**src/rtl/handshake_pkg.sv**
```systemverilog
// Shared defaults and derived widths for the handshake responder.
// Optional checker macro: HANDSHAKE_RESPONDER_PROTOCOL_CHECK_EN.
package handshake_pkg;
  localparam int WIDTH = 8;
  localparam int DEPTH = 4;
  localparam int CNT_W = $clog2(DEPTH) + 1;
  localparam int PTR_W = $clog2(DEPTH);
endpackage

```
**src/rtl/handshake_responder_mem.sv**
```systemverilog
// DEPTH x WIDTH register file for the responder FIFO.
// One synchronous write port, one asynchronous read port, no reset.
module handshake_responder_mem
  import handshake_pkg::*;
#(
  parameter int MW = handshake_pkg::WIDTH,
  parameter int MD = handshake_pkg::DEPTH
) (
  input  logic                  clk,
  input  logic                  we,
  input  logic [$clog2(MD)-1:0] waddr,
  input  logic [MW-1:0]         wdata,
  input  logic [$clog2(MD)-1:0] raddr,
  output logic [MW-1:0]         rdata
);

  logic [MW-1:0] mem [MD];

  // Capture the accepted word; contents survive reset.
  always_ff @(posedge clk) begin
    if (we) mem[waddr] <= wdata;
  end

  assign rdata = mem[raddr];

endmodule

```
**src/rtl/handshake_responder.sv**
```systemverilog
// Consumer side of a valid/ready link, buffered by a small FIFO.
// Define HANDSHAKE_RESPONDER_PROTOCOL_CHECK_EN for the io_err checker.
module handshake_responder
  import handshake_pkg::*;
#(
  parameter int WIDTH = handshake_pkg::WIDTH,
  parameter int DEPTH = handshake_pkg::DEPTH
) (
  input  logic                    clk,
  input  logic                    reset,
  input  logic                    io_in_valid,
  input  logic [WIDTH-1:0]        io_in_bits,
  output logic                    io_in_ready,
  output logic                    io_out_valid,
  output logic [WIDTH-1:0]        io_out_bits,
  input  logic                    io_out_ready,
  output logic [$clog2(DEPTH):0]  io_count,
  output logic                    io_err
);

  localparam int PW = $clog2(DEPTH);
  localparam int CW = $clog2(DEPTH) + 1;

  logic [PW-1:0] wr_ptr;
  logic [PW-1:0] rd_ptr;
  logic [CW-1:0] count;
  logic          push;
  logic          pop;

  assign io_in_ready  = (count != CW'(DEPTH));
  assign io_out_valid = (count != '0);
  assign io_count     = count;
  assign push = io_in_valid && io_in_ready;
  assign pop  = io_out_valid && io_out_ready;

  handshake_responder_mem #(
    .MW (WIDTH),
    .MD (DEPTH)
  ) u_mem (
    .clk   (clk),
    .we    (push),
    .waddr (wr_ptr),
    .wdata (io_in_bits),
    .raddr (rd_ptr),
    .rdata (io_out_bits)
  );

  // Advance pointers and occupancy on each handshake.
  always_ff @(posedge clk or posedge reset) begin
    if (reset) begin
      wr_ptr <= '0;
      rd_ptr <= '0;
      count  <= '0;
    end else begin
      if (push) wr_ptr <= wr_ptr + PW'(1);
      if (pop)  rd_ptr <= rd_ptr + PW'(1);
      unique case ({push, pop})
        2'b10:   count <= count + CW'(1);
        2'b01:   count <= count - CW'(1);
        default: count <= count;
      endcase
    end
  end

`ifdef HANDSHAKE_RESPONDER_PROTOCOL_CHECK_EN
  logic             stall_q;
  logic [WIDTH-1:0] bits_q;
  logic             err_q;
  logic             viol;

  assign viol = stall_q &&
                (!io_in_valid || (io_in_bits != bits_q));
  assign io_err = err_q;

  // Remember a stalled offer and flag it being withdrawn or altered.
  always_ff @(posedge clk or posedge reset) begin
    if (reset) begin
      stall_q <= 1'b0;
      bits_q  <= '0;
      err_q   <= 1'b0;
    end else begin
      stall_q <= io_in_valid && !io_in_ready;
      bits_q  <= io_in_bits;
      if (viol) err_q <= 1'b1;
    end
  end
`else
  assign io_err = 1'b0;
`endif

endmodule
```
**config.mk**
```make
export PLATFORM = sky130hd
export DESIGN_NAME = handshake_responder
export DESIGN_NICKNAME = d
export VERILOG_FILES = /design/src/rtl/handshake_pkg.sv /design/src/rtl/handshake_responder_mem.sv /design/src/rtl/handshake_responder.sv
export SDC_FILE = /design/constraint.sdc
export NUM_CORES = 1
export LEC_CHECK = 0
export CAP_MARGIN = 10
export CORE_UTILIZATION = 45
export CTS_BUF_LIST = sky130_fd_sc_hd__clkbuf_4 sky130_fd_sc_hd__clkbuf_8
export DETAILED_ROUTE_END_ITERATION = 16
export GPL_TIMING_DRIVEN = 0
export PLACE_DENSITY = 0.7
export SETUP_SLACK_MARGIN = 0.1
export SYNTH_ARGS = -nofsm -noshare
export SYNTH_HDL_FRONTEND = slang
export SYNTH_HIERARCHICAL = 1
export SYNTH_SLANG_ARGS = --single-unit
```
**constraint.sdc**
```tcl
create_clock -name clk -period 1.8 [get_ports clk]
set_input_delay 0.27 -clock clk [delete_from_list [all_inputs] [get_ports clk]]
set_output_delay 0.27 -clock clk [all_outputs]
set_load 0.01 [all_outputs]
```
==> impl_metrics.json, run 1 <==
{
  "vdd_drop_max_mv": 0.8984,
  "yosysWarningCount": 6,
  "synth_cells": 77,
  "drt-total-wl_mm": 2.866,
  "syn_nets": 91,
  "crit_path_frequent_cell": "xor2_1",
  "synth.most_common_cell": "edfxtp_1",
  "dp_hpwl_mm": 1.700,
  "layout.cells.non_filler": 170,
  "power.leakage_nw": 0.8328,
  "num_io_pins": 26,
  "ys_types": 23,
  "area_growth_pct": 39.42,
  "critPathMaxFanout": 2,
  "rows": 20,
  "path_class": "register to register",
  "worstPathRequired_ns": 2.08,
  "async_flop_share_pct": 17.95,
  "fin_ws_ns": -0.1465,
  "ant_nets": 0,
  "cp-startpoint": "io_count[0]$_DFFE_PP0P_",
  "drc": 0,
  "cts_root_buffer": "clkbuf_4",
  "rsz0062_at_grt": "true",
  "overflow": 0,
  "place_inst": 145,
  "critPathSlowestCell": "dfrtp_2",
  "status": "finished, violations left",
  "n_antenna_cell": 0,
  "drv_slew": 0,
  "fillers": 229,
  "crit_chain": "or3b_4 > nand2_4 > ha_4 > inv_2 > fa_2 > xor2_1 > nor2_1 > xor2_1",
  "top_layer": "met4",
  "die_w_um": 60.79,
  "timing_hold_violations_final": 0,
  "setup_viol": 11,
  "fin_nets": 139,
  "clkLatencyLatePin_ns": 0.35,
  "fin_util_pct": 68.77,
  "pre_cts_ws_ns": -0.2863,
  "route.layer.met1.wl_mm": 1.157,
  "drt_iter0_markers": 37,
  "grt_max_degree": 13,
  "netlist_area_mm2": 0.001555,
  "synth-edff-count": 32,
  "yosys.area.top_type_share_pct": 61.79,
  "drive_above_1_share_pct": 47.62,
  "fin_area_mm2": 0.002168,
  "synthFlopType": "edfxtp_1",
  "grt_pass1_wl_mm": 4.388,
  "power_density_mw_per_mm2": 1716,
  "io_buffer_count": 24,
  "route.met2.wl_mm": 1.521,
  "synth-seq-cells": 39,
  "multi_input_area_um2": 414.1,
  "critical-path-max-stage-delay_ns": 0.44,
  "gp_congestion": 0.6219,
  "ys_top_cells_by_area": "edfxtp_1 (62%), mux4_2 (12%), dfrtp_1 (11%)",
  "clock_skew_ns": 0.01565,
  "cap_violations": 0,
  "yosysSeqAreaShare_pct": 73.05,
  "violations": "negative setup slack",
  "dr.pass1.iters": 4,
  "fin_tns_setup_ns": -1.050,
  "cts_hold_buf": 0,
  "wl_per_cell_um": 16.86,
  "post-route-period-util_pct": 108.1,
  "core_mm2": 0.003153,
  "htreeDepth": 2,
  "met3_wirelength_um": 132,
  "critPathArrivalTime_ns": 2.22,
  "yosysTopAreaCell": "edfxtp_1",
  "synth_commonest_cells": "edfxtp_1 (32), mux4_2 (8), dfrtp_1 (7), inv_1 (5), xnor2_1 (4)",
  "dieHeight_um": 60.79,
  "startpoint_type": "register",
  "rr_startpoint": "io_count[0]$_DFFE_PP0P_",
  "clock_sinks": 39,
  "clockBufferDepth": 2,
  "die_area_mm2": 0.003695,
  "antenna_found_initial": 0,
  "grt_pass1_vias": 870,
  "placed_cell_area_mm2": 0.001872,
  "start_util_pct": 49.33,
  "endpoint_kind": "register",
  "cts_buffers": 5,
  "hold_class": "input pin to asynchronous set/reset pin",
  "track_usage_pct": 18.57,
  "dr_total_vias": 845,
  "syn_area_per_cell_um2": 20.20,
  "layout.area.seq_mm2": 0.001137,
  "clk_pin_slew_ns": 0.12,
  "r2r_cells": 8,
  "cts_tree": "done",
  "layout_min_cycle_time_ns": 1.947,
  "fmax_mhz": 513.7,
  "via_per_inst": 4.971
}
final cells by class:
type	count	share of cell area, %
inverter	5	0.9810
multi-input combinational	30	19.10
clock inverter	2	2.770
clock buffer	6	2.077
timing repair buffer	41	18.98
sequential	39	52.45
tap	44	2.539
buffer	3	1.096
logic make-up after synthesis:
| kind of cell | Yosys count | synth area share, % |
|---|---|---|
| muxes | 9 | 12.23 |
| other | 1 | 0.2411 |
| AOI/OAI and AO/OA | 1 | 0.6436 |
| adders and majority gates | 2 | 2.092 |
| xor gates and xnor gates | 7 | 3.942 |
| buffers and inverters | 8 | 2.735 |
| and+or+nand+nor | 10 | 5.069 |
| DFF | 39 | 73.05 |
critical path: cells and delay by family (launching register included):
kind	cells	cell delay (ns)
buffers and inverters	1	0.04
adders and majority gates	2	0.47
xor gates and xnor gates	2	0.30
DFF	1	0.44
and+or+nand+nor	3	0.63
cells in the final DEF (no fill, tap or decap), drive strengths merged, types with 2 or more instances in the layout:
master and n:
edfxtp 32, buf 29, clkdlybuf4s50 12, mux4 8, clkbuf 7, dfrtp 7
inv 5, xnor2 4, xor2 3, bufinv 2, dlymetal6s2s 2, and3b 2
nand2 2
stage by stage:
step | total power, mW | hold WS, ns
final | 3.721 | 0.1312
after global routing | 3.920 | 0.1631
after CTS | 3.585 | 0.1274
after detailed placement | 2.621 | 0.4629
after global placement | 2.586 | 0.4584
after floorplan | 2.097 | 0.07333
final timing paths:
path                                      endpoint  slack [ns]
setup / recovery           io_count[2]$_DFFE_PP0P_       -0.15
hold / removal             io_count[1]$_DFFE_PP0P_        0.13
setup reg to reg           io_count[2]$_DFFE_PP0P_       -0.15
hold reg to reg              rd_ptr[1]$_DFFE_PP0P_        0.48
max in group asynchronous  io_count[0]$_DFFE_PP0P_        1.43
min in group clk             rd_ptr[1]$_DFFE_PP0P_        0.48
power breakdown:
part | switching, mW | internal, mW | leakage, nW
Combinational | 0.650 | 0.978 | 0.403
Sequential | 0.130 | 1.22 | 0.374
Clock | 0.289 | 0.449 | 0.0559
Total | 1.07 | 2.65 | 0.833
state kept, by name (all words and copies together), names as in the netlist:
name and cells:
rd_ptr 2, wr_ptr 2, io_count 3, u_mem/mem 32
metal layers:
layer  up-vias  GRT usage (%)
li1        386              -
met1       435          23.30
met2        19          28.89
met3         5          4.904
met4         0          11.69
met5         -              0
repair_timing:
action | CTS | global route
endpoints found under the setup margin | 37 | 46
buffers inserted | 15 | 2
resized for setup | 53 | 12
pin swaps | 4 | 3
Power figures use the tool's default switching activity.
==> inputs of run 2 (changes only) <==
Settings changed: TNS_END_PERCENT set to 5.
==> impl_metrics.json, run 2 (synthesized netlist as in run 1, its figures left out) <==
{
  "crit_chain": "or3b_4 > nand2_4 > ha_4 > inv_2 > fa_2 > xor2_1 > nor2_1 > xor2_1",
  "seq_power_share_pct": 42.8,
  "hold_class": "input pin to asynchronous set/reset pin",
  "critPathMaxFanout": 3,
  "crit_path_frequent_cell": "xor2_1",
  "clock_skew_ns": 0.008986,
  "rows": 20,
  "violations": "negative setup slack",
  "post-route-period-util_pct": 109.6,
  "status": "finished, violations left",
  "clockBufferDepth": 2,
  "drt_iter0_markers": 29,
  "vdd_drop_max_mv": 0.9288,
  "grt_max_degree": 12,
  "fin_tns_setup_ns": -0.7556,
  "n_antenna_cell": 0,
  "cts_root_buffer": "clkbuf_4",
  "worstPathRequired_ns": 2.07,
  "critPathArrivalTime_ns": 2.24,
  "start_util_pct": 49.33,
  "grt_pass1_wl_mm": 3.884,
  "die_area_mm2": 0.003695,
  "cp.buffers_inverters": 1,
  "critPathSlowestCell": "dfrtp_2",
  "via_per_inst": 4.963,
  "fin_hold_ws_ns": 0.1547,
  "p_switching_mw": 0.9815,
  "placed_cell_area_mm2": 0.001872,
  "fin_nets": 130,
  "drt-total-wl_mm": 2.644,
  "dp_hpwl_mm": 1.723,
  "core_mm2": 0.003153,
  "dr_total_vias": 799,
  "layout.cells.non_filler": 161,
  "power.leakage_nw": 0.7602,
  "clkLatencyLatePin_ns": 0.34,
  "share_comb_of_total_power_pct": 43.9,
  "drc": 0,
  "dr.pass1.iters": 4,
  "intPower_mw": 2.175,
  "area_growth_pct": 28.80,
  "largest_reg_flops": 32,
  "num_io_pins": 26,
  "grt_pass1_vias": 762,
  "clkPwrFrac_pct": 13.3,
  "maxSlewHeadroom_pct": 65.27,
  "htreeDepth": 2,
  "timing_hold_violations_final": 0,
  "layout_min_cycle_time_ns": 1.972,
  "clk_pin_slew_ns": 0.11,
  "p_sw_share_pct": 31.09,
  "regMostFlops": "u_mem/mem",
  "path_class": "register to register",
  "final_cell_mix": "edfxtp_1 (32), clkdlybuf4s50_1 (11), buf_4 (8), mux4_2 (8)",
  "drive_above_1_share_pct": 40.17,
  "ant_nets": 0,
  "endpoint_kind": "register",
  "place_inst": 145,
  "fin_area_mm2": 0.002003,
  "io_buffer_count": 24,
  "die_w_um": 60.79,
  "startpoint_type": "register",
  "critical-path-max-stage-delay_ns": 0.44,
  "cts_buffers": 5,
  "power_density_mw_per_mm2": 1576,
  "pre_cts_ws_ns": -0.2411,
  "fin_ws_ns": -0.1719,
  "clock_sinks": 39,
  "dieHeight_um": 60.79,
  "gp_congestion": 0.6241,
  "drv_slew": 0,
  "antenna_found_initial": 0,
  "worst_slew_pin_slew_ns": 0.5204,
  "overflow": 0,
  "fillers": 254,
  "rsz0062_at_grt": "true",
  "mostFrequentLayoutCell": "edfxtp_1",
  "setup_viol": 10,
  "cts_tree": "done",
  "fmax_mhz": 507.1,
  "cap_violations": 0,
  "crit_family": "simple AND/OR/NAND/NOR gates",
  "track_usage_pct": 16.71,
  "wl_per_cell_um": 16.42
}
-- run 2: layout make-up --
type                       instances  area (um^2)  area share, %
multi-input combinational         30        414.1          20.67
clock buffer                       6        45.04          2.249
timing repair buffer              32        301.5          15.05
inverter                           5        18.77         0.9369
clock inverter                     2        7.507         0.3748
buffer                             3        23.77          1.187
sequential                        39         1137          56.78
tap                               44        55.05          2.748
-- run 2: power by group through the flow --
stage	clock network [mW]	registers [mW]	logic, mW
after floorplan	0	1.36	0.730
after global placement	0	1.36	1.22
after detailed placement	0	1.38	1.24
after CTS	0.433	1.36	1.28
after global routing	0.475	1.37	1.49
final	0.419	1.35	1.39
-- run 2: final timing paths --
| path | end | cells past startpoint | from | slack, ns |
|---|---|---|---|---|
| min | wr_ptr[1]$_DFFE_PP0P_ | 2 | reset | 0.15 |
| min in group clk | rd_ptr[1]$_DFFE_PP0P_ | 1 | rd_ptr[1]$_DFFE_PP0P_ | 0.48 |
| max | io_count[2]$_DFFE_PP0P_ | 8 | io_count[0]$_DFFE_PP0P_ | -0.17 |
| max in group asynchronous | io_count[0]$_DFFE_PP0P_ | 2 | reset | 1.41 |
| max reg2reg | io_count[2]$_DFFE_PP0P_ | 8 | io_count[0]$_DFFE_PP0P_ | -0.17 |
| min reg2reg | rd_ptr[1]$_DFFE_PP0P_ | 1 | rd_ptr[1]$_DFFE_PP0P_ | 0.48 |
-- run 2: repair_timing --
action / 4_1_cts / 5_1_grt
resized for setup: 41 / 10
pin swaps: 1 / 0
setup endpoints to repair: 34 / 45
hold buffers: 0 / 0
buffers inserted: 6 / 2
-- run 2: metal layers --
layer | GRT usage [%] | up-vias | share of wire (%)
met1 | 21.11 | 403 | 43
met4 | 6.818 | 0 | 1.7
li1 | - | 371 | -
met3 | 7.249 | 6 | 5.0
met2 | 25.59 | 19 | 51
met5 | 0 | - | 0
-- run 2: stage by stage --
stage	power (mW)	utilization (%)
floorplan	2.095	-
global placement	2.584	59.37
detailed placement	2.625	59.37
CTS	3.069	61.75
global route	3.342	63.53
finish	3.157	63.53
==> inputs of run 3 (changes only) <==
Settings changed: CAP_MARGIN 10 to unset, CORE_UTILIZATION 45 to 35, PLACE_DENSITY 0.7 to 0.54.
Clock period 1.8 ns to 2.4 ns, I/O delays scaled along.
==> impl_metrics.json, run 3 (synthesized netlist as in run 1, its figures left out) <==
{
  "area_growth_pct": 27.11,
  "path_class": "register to output port",
  "antenna_found_initial": 0,
  "dieHeight_um": 68.66,
  "cts_root_buffer": "clkbuf_8",
  "rsz0062_at_grt": "true",
  "hold_class": "input pin to asynchronous set/reset pin",
  "drive_above_1_share_pct": 22.02,
  "clock_sinks": 39,
  "layout_min_cycle_time_ns": 2.234,
  "grt_pass1_vias": 751,
  "fin_hold_ws_ns": 0.3034,
  "clkLatencyLatePin_ns": 0.29,
  "cts_hold_buf": 0,
  "rows": 23,
  "maxSlewHeadroom_pct": 46.96,
  "num_io_pins": 26,
  "drc": 0,
  "fin_tns_setup_ns": 0,
  "endpoint_kind": "output port",
  "die_w_um": 68.66,
  "via_per_inst": 4.774,
  "cap_violations": 0,
  "dp_hpwl_mm": 1.677,
  "gp_congestion": 0.6273,
  "io_buffer_count": 24,
  "dr_total_vias": 759,
  "regMostFlops": "u_mem/mem",
  "die_area_mm2": 0.004714,
  "largest_reg_flops": 32,
  "status": "finished, final reports clean",
  "fin_nets": 122,
  "n_antenna_cell": 0,
  "critPathArrivalTime_ns": 1.87,
  "clock_skew_ns": 0.002532,
  "placed_cell_area_mm2": 0.001863,
  "start_util_pct": 37.53,
  "vdd_drop_max_mv": 0.5372,
  "regToRegSetupSlack_ns": 0.30,
  "post-route-period-util_pct": 93.10,
  "drv_slew": 0,
  "fmax_mhz": 447.6,
  "drt_iter0_markers": 20,
  "timing_hold_violations_final": 0,
  "fin_util_pct": 47.71,
  "cts_tree": "done",
  "startpoint_type": "register",
  "worstPathRequired_ns": 2.04,
  "critPathMaxFanout": 8,
  "clockBufferDepth": 2,
  "track_usage_pct": 12.75,
  "wl_per_cell_um": 15.72,
  "final_cell_mix": "edfxtp_1 (32), clkdlybuf4s50_1 (23), mux4_2 (8)",
  "htreeDepth": 2,
  "worst_slew_pin_slew_ns": 0.7922,
  "power_density_mw_per_mm2": 1234,
  "grt_pass1_wl_mm": 3.781,
  "power.total_mw": 2.439,
  "cts_buffers": 5,
  "dr.pass1.iters": 3,
  "overflow": 0,
  "power.leakage_nw": 0.7171,
  "mostFrequentLayoutCell": "edfxtp_1",
  "core_mm2": 0.004144,
  "drt-total-wl_mm": 2.500,
  "ant_nets": 0,
  "clk_pin_slew_ns": 0.07,
  "fin_area_mm2": 0.001977,
  "grt_max_degree": 13,
  "setup_viol": 0
}
## run 3: worst paths after layout
kind	start	end	depth (start not counted)
worst max register to register	io_count[0]$_DFFE_PP0P_	io_count[2]$_DFFE_PP0P_	8
worst min-delay path	reset	wr_ptr[1]$_DFFE_PP0P_	2
worst min register to register	rd_ptr[1]$_DFFE_PP0P_	rd_ptr[1]$_DFFE_PP0P_	1
worst max-delay path	rd_ptr[0]$_DFFE_PP0P_	io_out_bits[7]	3
min in group clk	rd_ptr[1]$_DFFE_PP0P_	rd_ptr[1]$_DFFE_PP0P_	1
max in group asynchronous	reset	io_count[0]$_DFFE_PP0P_	2
## run 3: area by class of cell
cell class / count / area, um^2
multi-input combinational: 30 / 381.6
fill: 363 / 2167
inverter: 5 / 18.77
buffer: 3 / 27.53
clock buffer: 5 / 68.82
clock inverter: 3 / 38.79
tap: 50 / 62.56
sequential: 39 / 1136
timing repair buffer: 24 / 242.7
## run 3: metal layers
metal	track usage [%]	vias up	wire length [um]
li1	-	353	-
met1	15.21	385	1135
met5	0	-	0
met3	6.086	4	131
met4	6.250	0	32
met2	19.24	17	1200
## run 3: power breakdown
group / total, mW / internal, mW / switching, mW / leakage, nW
combinational: 0.901 / 0.517 / 0.385 / 0.287
clock: 0.516 / 0.304 / 0.212 / 0.0556
sequential: 1.02 / 0.920 / 0.101 / 0.375
## run 3: worst max-delay path, cell delays in order, from the launching register on
cell             delay, ns
dfrtp_1               0.41
buf_8                 0.18
mux4_2                0.51
clkdlybuf4s50_1       0.49
## run 3: what timing repair did
item	CTS	global route
resized for setup	0	2
setup endpoints to repair	0	8
setup buffers	0	0
endpoints found under the hold margin	0	0
## run 3: metrics by stage
stage	std cells	setup slack, ns
4_1_cts	159	0.1223
3_3_place_gp	151	-0.2634
3_5_place_dp	151	0.2667
5_1_grt	159	0.08190
6_report	159	0.1656
2_1_floorplan	77	0.3893
==> edit: new RTL, config.mk and constraints of run 1 <==
Put one more register stage on the output `io_count`, without a reset. The value now appears one clock later. The other outputs are not delayed to match.
--- a/src/rtl/handshake_responder.sv
+++ b/src/rtl/handshake_responder.sv
@@ -29,7 +29,9 @@
 
   assign io_in_ready  = (count != CW'(DEPTH));
   assign io_out_valid = (count != '0);
-  assign io_count     = count;
+  always_ff @(posedge clk) begin
+    io_count <= count;
+  end
   assign push = io_in_valid && io_in_ready;
   assign pop  = io_out_valid && io_out_ready;
 
Behaviour: not the same (Yosys sat finds a counterexample within 4 cycles, from zero or initial values and one cycle with reset high).
==> edit against run 1 <==
The run still ends with negative setup slack left. Cell area shrank 1.3%. Routed wire length decreased by 9.7%. Critical path depth is 4 lower. Synthesized cell count grew 3.9%. Clock power fell by 23%. Power decreased by 5.1%. Global-route usage decreased by 3.2 points. Combinational power fell by 8%. Sequential cell count up 3. Synthesized area increased by 3.5%. Cell count rose by 1.2%. Worst setup slack gained 0.051 ns.
==> edit: results (changes against run 1) <==
met2 Resource Use GR -> 26.4% (was 28.9%)
Final WS setup -> -0.0951 ns (was -0.147 ns)
GRT Util Overall -> 15.4% (was 18.6%)
Post-DP HPWL -> 1610 µm (was 1700 µm)
Top delay family on crit path -> multiplexers (was simple AND/OR/NAND/NOR gates)
worst vdd ir -> 0.739 mV (was 0.898 mV)
GPL Wtd Cong -> 0.675 (was 0.622)
met1 GRT Util -> 17.2% (was 23.3%)
pin count of the biggest net entering global routing -> 14 (was 13)
met3 Usage GRT -> 5.59% (was 4.90%)
Sum Neg Setup Slack -> -0.623 ns (was -1.05 ns)
Post-Syn Nets -> 94 (was 91)
initial drt markers -> 22 (was 37)
placed cell area -> 1930 µm² (was 1870 µm²)
LEAKAGE -> 0.812 nW (was 0.833 nW)
Max stage delay on crit path -> 0.50 ns (was 0.44 ns)
per-cell routed wire length -> 15.0 µm (was 16.9 µm)
first-pass GRT wire length -> 3840 µm (was 4390 µm)
status -> finished, violations left (unchanged)
failing checks -> negative setup slack (unchanged)
Seq/Total Area, Yosys -> 74.3% (was 73.0%)
final number of setup-violating endpoints -> 8 (was 11)
Fill cells -> 236 (was 229)
Slowest-stage cell, CP -> mux4_2 (was dfrtp_2)
share of cells above drive strength 1 -> 42.9% (was 47.6%)
==> edit: changes by cell type after synthesis <==
cell	change
dfxtp_1	+3
nand3_1	+2
and2_4	+1
nand2_1	-1
nand2_2	+1
nand2_4	-1
nand3_2	-1
o31a_2	-1
or3_2	-1
or3_4	+1
==> edit: per-stage QoR <==
stage               std cells  utilization [%]  hold slack (ns)
floorplan                  80                -           0.0734
global placement          150             57.0            0.416
detailed placement        150             57.0            0.421
CTS                       171             62.2            0.129
global route              172             63.1            0.166
finish                    172             63.1            0.133
==> edit: repair_timing <==
action,4_1_cts,5_1_grt
gates resized for setup,46,9
endpoints found under the setup margin,20,36
buffers inserted,13,1
pin swaps,1,1
==> edit: per-layer routing <==
layer	routed length (µm)	part of all wire, %
met5	0	0
met4	46	1.8
met3	135	5.2
met2	1350	52
met1	1060	41
==> edit: worst paths after layout <==
path                                       startpoint  cells after the start                     to
min in group clk                 count[2]$_DFFE_PP0P_                      0    io_count[2]$_DFF_P_
worst max-delay path            rd_ptr[0]$_DFFE_PP0P_                      4         io_out_bits[2]
worst min register to register   count[2]$_DFFE_PP0P_                      0    io_count[2]$_DFF_P_
max in group asynchronous                       reset                      2  rd_ptr[0]$_DFFE_PP0P_
worst max register to register   count[1]$_DFFE_PP0P_                      8   count[2]$_DFFE_PP0P_
worst min-delay path                            reset                      2   count[2]$_DFFE_PP0P_
==> edit: final cells by class <==
type	count	share of cell area, %
flip-flops and latches	42	55.9
multi-input cells	30	18.9
repair buffers	38	16.8
well taps	46	2.69
clock inverters	3	1.87
clock buffers	5	1.75
plain buffers	3	1.11
inverters	5	0.877
==> edit: cell families after synthesis <==
logic type | synth area share, %
DFF | 74.3
and+or+nand+nor | 5.13
muxes | 11.8
buffers and inverters | 2.64
xor gates and xnor gates | 3.81
adders and majority gates | 2.02
other | 0.233
==> edit: where the power goes <==
group | switching (W) | total (W) | internal, W
registers | 0.000131 | 0.00146 | 0.00132
clock network | 0.000283 | 0.000571 | 0.000288
logic | 0.000603 | 0.00150 | 0.000901
total | 0.00102 | 0.00353 | 0.00251
==> edit: worst reg2reg max path: stages (launching register included) <==
cell	delay (ns)
dfrtp_1	0.42
or3b_4	0.43
nand2_4	0.09
ha_4	0.13
inv_2	0.03
fa_2	0.32
xor2_1	0.14
nor2_1	0.11
xor2_1	0.14
